[config.mk]
export PLATFORM = sky130hd
export DESIGN_NAME = seg_scan_mux
export DESIGN_NICKNAME = d
export VERILOG_FILES = /design/src/rtl/seg_scan_mux.sv
export SDC_FILE = /design/constraint.sdc
export NUM_CORES = 1
export LEC_CHECK = 0
export ABC_AREA = 1
export CAP_MARGIN = 25
export CORE_ASPECT_RATIO = 1.4
export CORE_UTILIZATION = 61
export CTS_BUF_LIST = sky130_fd_sc_hd__clkbuf_8
export CTS_CLUSTER_DIAMETER = 50
export DETAILED_ROUTE_END_ITERATION = 7
export GPL_ROUTABILITY_DRIVEN = 1
export GPL_TIMING_DRIVEN = 0
export HOLD_SLACK_MARGIN = 0.12
export PLACE_DENSITY = 0.87
export SLEW_MARGIN = 20
export SYNTH_ARGS = -nofsm -noshare
export SYNTH_HDL_FRONTEND = slang
export SYNTH_SLANG_ARGS = --single-unit
[constraint.sdc]
create_clock -name clk -period 4.9 [get_ports clk]
set_input_delay 0.735 -clock clk [delete_from_list [all_inputs] [get_ports clk]]
set_output_delay 0.735 -clock clk [all_outputs]
set_load 0.05 [all_outputs]
[src/rtl/seg_scan_mux.sv]
// rtl/seg_scan_mux.sv - display sequencer selecting ALU result/flag nibbles for the 7-segment decoder
// Static modes show live data; scan modes rotate over a per-frame snapshot paced by prescaler and dwell count.
module seg_scan_mux #(
   parameter int PRESC_W   = 16,
   parameter int PRESC_DIV = 1000
) (
   input  logic       clk,
   input  logic       rst_n,
   input  logic       ena,
   input  logic [7:0] result,
   input  logic [7:0] flags,
   input  logic [2:0] sel,
   input  logic [7:0] dwell,
   output logic [3:0] nibble,
   output logic       dp,
   output logic       blank,
   output logic       lamp_test,
   output logic [1:0] digit_idx,
   output logic       tick
);

   localparam logic [PRESC_W-1:0] PRESC_MAX  = PRESC_W'(PRESC_DIV - 1);
   localparam logic [2:0]         MODE_SCAN2 = 3'd4;
   localparam logic [2:0]         MODE_SCAN4 = 3'd5;
   localparam logic [2:0]         MODE_BLANK = 3'd6;
   localparam logic [2:0]         MODE_LAMP  = 3'd7;

   logic [2:0]         sel_q, sel_d;
   logic [PRESC_W-1:0] presc_q, presc_d;
   logic [7:0]         dwell_cnt_q, dwell_cnt_d;
   logic [1:0]         digit_q, digit_d;
   logic [7:0]         snap_result_q, snap_result_d;
   logic [7:0]         snap_flags_q, snap_flags_d;
   logic [3:0]         nibble_q, nibble_d;
   logic               dp_q, dp_d;
   logic               blank_q, blank_d;
   logic               lamp_q, lamp_d;
   logic               tick_q, tick_d;

   logic mode_chg;
   logic pre_tick;
   logic scan_mode;
   logic advance;
   logic snap_load;

   function automatic logic [3:0] pick(input logic [7:0] r, input logic [7:0] f,
                                       input logic [1:0] i);
      case (i)
         2'd0:    pick = r[3:0];
         2'd1:    pick = r[7:4];
         2'd2:    pick = f[3:0];
         default: pick = f[7:4];
      endcase
   endfunction

   always_comb begin
      mode_chg    = (sel != sel_q);
      pre_tick    = (presc_q == PRESC_MAX);
      scan_mode   = (sel_q == MODE_SCAN2) || (sel_q == MODE_SCAN4);
      sel_d       = sel;
      presc_d     = pre_tick ? '0 : presc_q + PRESC_W'(1);
      dwell_cnt_d = dwell_cnt_q;
      advance     = 1'b0;
      digit_d     = digit_q;

      // Counter wraps through 255 if dwell was lowered below it; that is intended.
      if (pre_tick) begin
         if (dwell_cnt_q == dwell) begin
            dwell_cnt_d = '0;
            advance     = scan_mode;
         end else begin
            dwell_cnt_d = dwell_cnt_q + 8'd1;
         end
      end

      if (advance) begin
         if (sel_q == MODE_SCAN2) digit_d = {1'b0, ~digit_q[0]};
         else                     digit_d = digit_q + 2'd1;
      end

      snap_load = !scan_mode || (advance && (digit_d == 2'd0));

      if (mode_chg) begin
         presc_d     = '0;
         dwell_cnt_d = '0;
         advance     = 1'b0;
         snap_load   = 1'b1;
         if (!sel[2]) digit_d = sel[1:0];
         else         digit_d = 2'd0;
      end

      snap_result_d = snap_load ? result : snap_result_q;
      snap_flags_d  = snap_load ? flags  : snap_flags_q;

      tick_d   = advance;
      nibble_d = 4'h0;
      dp_d     = 1'b0;
      blank_d  = 1'b1;
      lamp_d   = 1'b0;
      // The mode-change edge is shown blank; the new mode appears from the next edge.
      if (!mode_chg) begin
         case (sel_q)
            MODE_BLANK: begin
               blank_d = 1'b1;
            end
            MODE_LAMP: begin
               nibble_d = 4'h8;
               dp_d     = 1'b1;
               blank_d  = 1'b0;
               lamp_d   = 1'b1;
            end
            default: begin
               nibble_d = pick(snap_result_d, snap_flags_d, digit_d);
               dp_d     = digit_d[0];
               blank_d  = 1'b0;
            end
         endcase
      end
   end

   always_ff @(posedge clk) begin
      if (!rst_n) begin
         sel_q         <= MODE_BLANK;
         presc_q       <= '0;
         dwell_cnt_q   <= '0;
         digit_q       <= '0;
         snap_result_q <= '0;
         snap_flags_q  <= '0;
         nibble_q      <= '0;
         dp_q          <= 1'b0;
         blank_q       <= 1'b1;
         lamp_q        <= 1'b0;
         tick_q        <= 1'b0;
      end else if (ena) begin
         sel_q         <= sel_d;
         presc_q       <= presc_d;
         dwell_cnt_q   <= dwell_cnt_d;
         digit_q       <= digit_d;
         snap_result_q <= snap_result_d;
         snap_flags_q  <= snap_flags_d;
         nibble_q      <= nibble_d;
         dp_q          <= dp_d;
         blank_q       <= blank_d;
         lamp_q        <= lamp_d;
         tick_q        <= tick_d;
      end
   end

   assign nibble    = nibble_q;
   assign dp        = dp_q;
   assign blank     = blank_q;
   assign lamp_test = lamp_q;
   assign digit_idx = digit_q;
   assign tick      = tick_q;

endmodule

# Word-level counts from Yosys, hierarchy flattened
# Index checks and enable logic that the tools add are counted.
[word_totals] regBits=53 out_inout_bits=10 inputBits=30 word_cells=56
[op_classes] eq_ne=9 mux=24 bitwise_logic=1 reduce_logical=8 n_addsub=3
[op_table] cell="8-bit 2-to-1 mux" count=5
[op_table] cell="16-bit 2-to-1 mux" count=2
[op_table] cell="16-bit by 1-bit adder with 16-bit output, second input constant" count=1
[op_table] cell="16-bit by 10-bit equality test with 1-bit output, second input constant" count=1
[op_table] cell="3-bit equality test, second input constant" count=4
[op_table] cell="4-bit one-hot mux with 3 select lines" count=1
[op_table] cell="1-bit 2-to-1 mux" count=9
[op_table] cell="8-bit by 1-bit adder with 8-bit output, second input constant" count=1
[op_table] cell="8-bit equality test" count=1
[op_table] cell="2-bit 2-to-1 mux" count=4
[op_table] cell="4-bit one-hot mux with 2 select lines" count=1
[op_table] cell="2-bit zero test" count=2
[op_table] cell="4-bit 2-to-1 mux" count=1
[op_table] cell="3-bit inequality test" count=1
[op_table] cell="2-bit by 1-bit adder with 2-bit output, second input constant" count=1
[op_table] cell="2-bit by 1-bit equality test with 1-bit output, second input constant" count=1
[op_table] cell="2-bit equality test, second input constant" count=1
[op_table] cell="1-bit logical OR" count=2
[op_table] cell="1-bit one-hot mux with 2 select lines" count=1
[op_table] cell="2-bit AND reduction" count=1
[op_table] cell="2-bit nonzero test" count=1
[op_table] cell="1-bit logical AND" count=1
[op_table] cell="1-bit zero test" count=1
[op_table] cell="1-bit inverter" count=1

# Logic depth before layout (Yosys ltp)
[depth] word_depth=13 depth_mapped=18 mapped_depth_nobuf=18

# Worst setup path before layout
# Ideal clock, no wire load.
[synth_path] path_type="input to register" from="in dwell[7]" to="reg nibble_q[0] (netlist: nibble[0])" cell_stages=16 t_arrival_ns=2.022 setup_ns=0.069 path_buffers=2 setup_slack_ns=2.809 cell_sequence="inv_1 -> nand2_1 -> nand2_1 -> nor2_1 -> nand2_2 -> nor2_8 -> nand4_4 -> nand2_2 -> buf_6 -> buf_12 -> nand2_2 -> o21ai_2 -> nand2_1 -> nand3_1 -> nand2_1 -> a21oi_2"
[synth_between] elab_chain_cells=12 elab_cells_between_ends=17 classes_between="eq/ne (3); mux (10); reduce/logical (4)"
[synth_rtl] element="start, declared" line="13" text="input logic [7:0] dwell,"
[synth_rtl] element="8-bit equality test (*)" line="68" text="if (dwell_cnt_q == dwell) begin"
[synth_rtl] element="1-bit 2-to-1 mux (*)" line="68"
[synth_rtl] element="1-bit 2-to-1 mux (*)" line="67" text="if (pre_tick) begin"
[synth_rtl] element="2-bit 2-to-1 mux" line="76" text="if (advance) begin"
[synth_rtl] element="2-bit zero test" line="81" text="snap_load = !scan_mode || (advance && (digit_d == 2'd0));"
[synth_rtl] element="1-bit logical AND" line="81"
[synth_rtl] element="1-bit logical OR" line="81"
[synth_rtl] element="1-bit 2-to-1 mux" line="83" text="if (mode_chg) begin"
[synth_rtl] element="8-bit 2-to-1 mux, on equally long branches" line="93, 92"
[synth_rtl] element="4-bit one-hot mux with 3 select lines (*)" line="48" text="case (i)"
[synth_rtl] element="4-bit one-hot mux with 2 select lines (*)" line="102" text="case (sel_q)"
[synth_rtl] element="4-bit 2-to-1 mux (*)" line="101" text="if (!mode_chg) begin"
[synth_rtl] element="end signal, assigned" line="141" text="nibble_q <= nibble_d;"
[synth_rtl] element="end, declared" line="34" text="logic [3:0] nibble_q, nibble_d;"
# Mark *: on every way between the ends. The rest lies on a longest branch, timed or not.
# A chain may end at the register's enable or synchronous reset.

# Worst setup path in the final report
[layout_path] from="in sel[0]" to="reg nibble_q[1] (netlist: nibble[1])"
[layout_between] elab_chain_cells=6 elab_cells_between_ends=12 classes_between="eq/ne (3); mux (8); reduce/logical (1)"
[layout_rtl] element="start, declared" line="12" text="input logic [2:0] sel,"
[layout_rtl] element="3-bit inequality test or 2-bit 2-to-1 mux (tied branches)" line="57, 88"
[layout_rtl] element="2-bit 2-to-1 mux or 1-bit 2-to-1 mux (tied branches)" line="83"
[layout_rtl] element="2-bit equality test, or another cell as far along" line="48"
[layout_rtl] element="4-bit one-hot mux with 3 select lines" line="48"
[layout_rtl] element="4-bit one-hot mux with 2 select lines" line="102"
[layout_rtl] element="4-bit 2-to-1 mux (*)" line="101"
# Marked as above.

==> summary.txt <==
Route
  – Vias per cell: 5.35
  – DRT Pass-1 Iters: 4
  – Total number of vias: 3,017
  – DRT antenna net count: 0
  – DRC viols: 0
  – Iteration-0 DRC Markers: 183
  – WL final: 7170 um
  – WL/cell: 12.7 um

Setup path
  – Worst path cell trace: clkdlybuf4s50_1 > xnor2_1 > nand3_2 > nor2_1 > nand2_2 > buf_6 > o21ai_0 > o21ai_0 > nand3_1 > nand2_1 > a21oi_2
  – Slowest stage cell, crit path: clkdlybuf4s50_1
  – Arr. time, crit path: 3.01 ns
  – Critical-path maximum fanout: 10
  – Most frequent CP cell: o21ai_0
  – Worst setup path class: input port to flop
  – Critical path launch point type: input port
  – CP max stage delay: 0.57 ns
  – Critical Path RT: 5.15 ns
  – Worst path bufs/invs: 2
  – CP delay by family, top: simple AND/OR/NAND/NOR gates
  – CP Capture Type: flop

Placement
  – Placed instance count: 556
  – Routability cong.: 0.923
  – PortBufs: 38
  – Detail Placement HPWL: 5390 um

Hold path
  – Hold WC Path Type: flop to flop

Timing
  – Clock Skew: 0.00871 ns
  – Max Clk Rate: 362 MHz
  – Max-slew headroom: 0.589
  – Setup violators final: 0
  – Worst slew pin tran: 0.616 ns
  – RSZ-0062 raised after global routing: false
  – Fin. Hold Viols: 0
  – Max Slew Vio Count: 0
  – Fin crit period: 2.76 ns
  – Post-Route Setup TNS: 0 ns
  – Period utilization: 0.564

Floorplanning
  – Placeable Area: 4610 um^2
  – Num rows: 29
  – # IOs: 40
  – Die width: 61.2 um
  – Die height: 84.9 um
  – Die Footprint: 5190 um^2
  – Initial core utilization: 0.649

Power
  – Sequential power share: 0.525
  – Combinational share of power: 0.176
  – Leak: 1.59 nW
  – Pwr/cell area: 243 nW/um^2
  – Sw power: 0.256 mW
  – Internal power: 0.606 mW
  – Worst vdd ir: 167 uV
  – Sw Share: 0.297
  – Clock power frac: 0.299

Synth
  – Ys flop type: dfxtp_1
  – Synth cell count leaders: nand2_1 (106), inv_1 (68), dfxtp_1 (53)
  – Synthesized Nets: 488
  – Main combinational cell family by area after synthesis: simple AND/OR/NAND/NOR gates
  – Post-synthesis compound-gate area fraction: 0.188
  – Simple-gate share of the synthesized area: 0.307
  – Synth top area share: 0.355
  – Area share of fa/ha/maj cells after synthesis: 0.00836
  – Mux share of post-synthesis cell area: 0
  – Synth area leaders: dfxtp_1 (35%), nand2_1 (13%), inv_1 (8.5%)
  – Yosys reg bits: 53
  – Synth warn: 0
  – EDFF count, synth: 0
  – Avg Inst Size Synth: 6.56 um^2
  – XOR/XNOR Fraction of Synth Area: 0.0205
  – Mapped cell area: 2990 um^2
  – Synth unique cells: 38
  – Post-synthesis sequential area ratio: 0.355
  – Count leader, synth: nand2_1
  – Post-synth ARST share: 0
  – Largest area contributor in the netlist: dfxtp_1
  – Cells after Synth: 456

Global routing
  – GRT Total Usage: 0.299
  – First-pass GRT wire length: 11,800 um
  – Largest net degree at the start of global routing: 18
  – Initial antenna violation count: 0
  – GR Overflow Total: 0
  – Vias in the first global route: 2,900

Clocking
  – H-tree levels: 2
  – CTS root buf: clkbuf_8
  – Maximum root-to-sink buffer count: 2
  – Post-CTS Hold Buffers: 0
  – Clk slew on worst S/H paths: 0.10 ns
  – Clk_lat worst skew: 0.32 ns
  – CTS resizes: 0
  – CTS tree: yes
  – Setup Fix Bufs, Post-CTS: 0
  – Num CTS Buffers: 5
  – Clk sink count: 53

Finish
  – Fraction of final layout cells with drive strength greater than 1: 0.102
  – Fill cells: 392
  – P&R area growth vs syn: 18.3%
  – Final Non-Filler Cells: 564
  – Layout Nets: 533
  – Ant diodes: 0

Job
  – Max Cap Violations: 0

Run status
  – Status: finished, final reports clean
[per-stage QoR]
step / util / total power, mW / hold slack (ns) / area, um^2 / worst slack [ns]
after CTS: 0.768 / 0.863 / 0.479 / 3540 / 2.25
final: 0.768 / 0.862 / 0.479 / 3540 / 2.14
after floorplan: - / 0.557 / 0.438 / 2990 / 2.81
after global routing: 0.768 / 0.899 / 0.492 / 3540 / 2.02
after detailed placement: 0.749 / 0.611 / 0.456 / 3450 / 1.91
after global placement: 0.749 / 0.608 / 0.447 / 3450 / 1.90
[final cells by class]
class,instances,area [um^2],area share
flip-flops and latches,53,1060,0.300
multi-input cells,314,1570,0.443
plain buffers,12,73.8,0.0209
clock inverters,3,21.3,0.00601
inverters,77,289,0.0817
clock buffers,5,68.8,0.0194
repair buffers,38,380,0.107
well taps,62,77.6,0.0219
[cell usage in the layout (no fill, tap or decap), types with 7 or more instances in the layout]
cell and count:
nor2_1 52, clkdlybuf4s50_1 38, o21ai_2 7, o21ai_0 33
nand3_1 19, a21oi_1 35, dfxtp_1 53, nand2_1 106
inv_1 68, inv_2 8, nand2_2 14
[worst reg2reg max path, delay by kind of cell, from the launching register on]
family / cells / cell delay (ns)
simple gates: 12 / 1.44
fa+ha+maj: 1 / 0.21
buf+inv: 1 / 0.06
flops: 1 / 0.39
compound gates: 1 / 0.13
[metal layers]
metal | global-route usage | vias up | wire length [um]
met2 | 0.542 | 73 | 3840
met4 | 0.145 | 0 | 223
li1 | - | 1538 | -
met5 | 0 | - | 0
met3 | 0.0534 | 22 | 271
met1 | 0.316 | 1384 | 2830
[path summary, 6_finish.rpt]
check	start	endpoint	slack, ns	cells past startpoint
max reg2reg	presc_q[0]	nibble[3]	2.60	15
min	presc_q[7]	presc_q[7]	0.48	2
min reg2reg	presc_q[7]	presc_q[7]	0.48	2
max	sel[0]	nibble[1]	2.14	11
[power by group through the flow]
stage | registers [mW] | logic, mW | clock network, mW
after detailed placement | 0.462 | 0.149 | 0
after global placement | 0.462 | 0.146 | 0
final | 0.452 | 0.152 | 0.258
after floorplan | 0.468 | 0.0894 | 0
after global routing | 0.454 | 0.169 | 0.276
after CTS | 0.452 | 0.150 | 0.260
[flip-flops by register name (all words and copies together), names as in the netlist]
register       flops
presc_q           16
sel_q              3
dp                 1
nibble             4
tick               1
blank              1
dwell_cnt_q        8
lamp_test          1
snap_flags_q       8
digit_idx          2
snap_result_q      8
[cell families after synthesis]
logic type,count (synthesis)
simple gates,209
compound gates,96
buf+inv,89
flops,53
xor+xnor,7
fa+ha+maj,2
(Power assumes the default switching activity.)
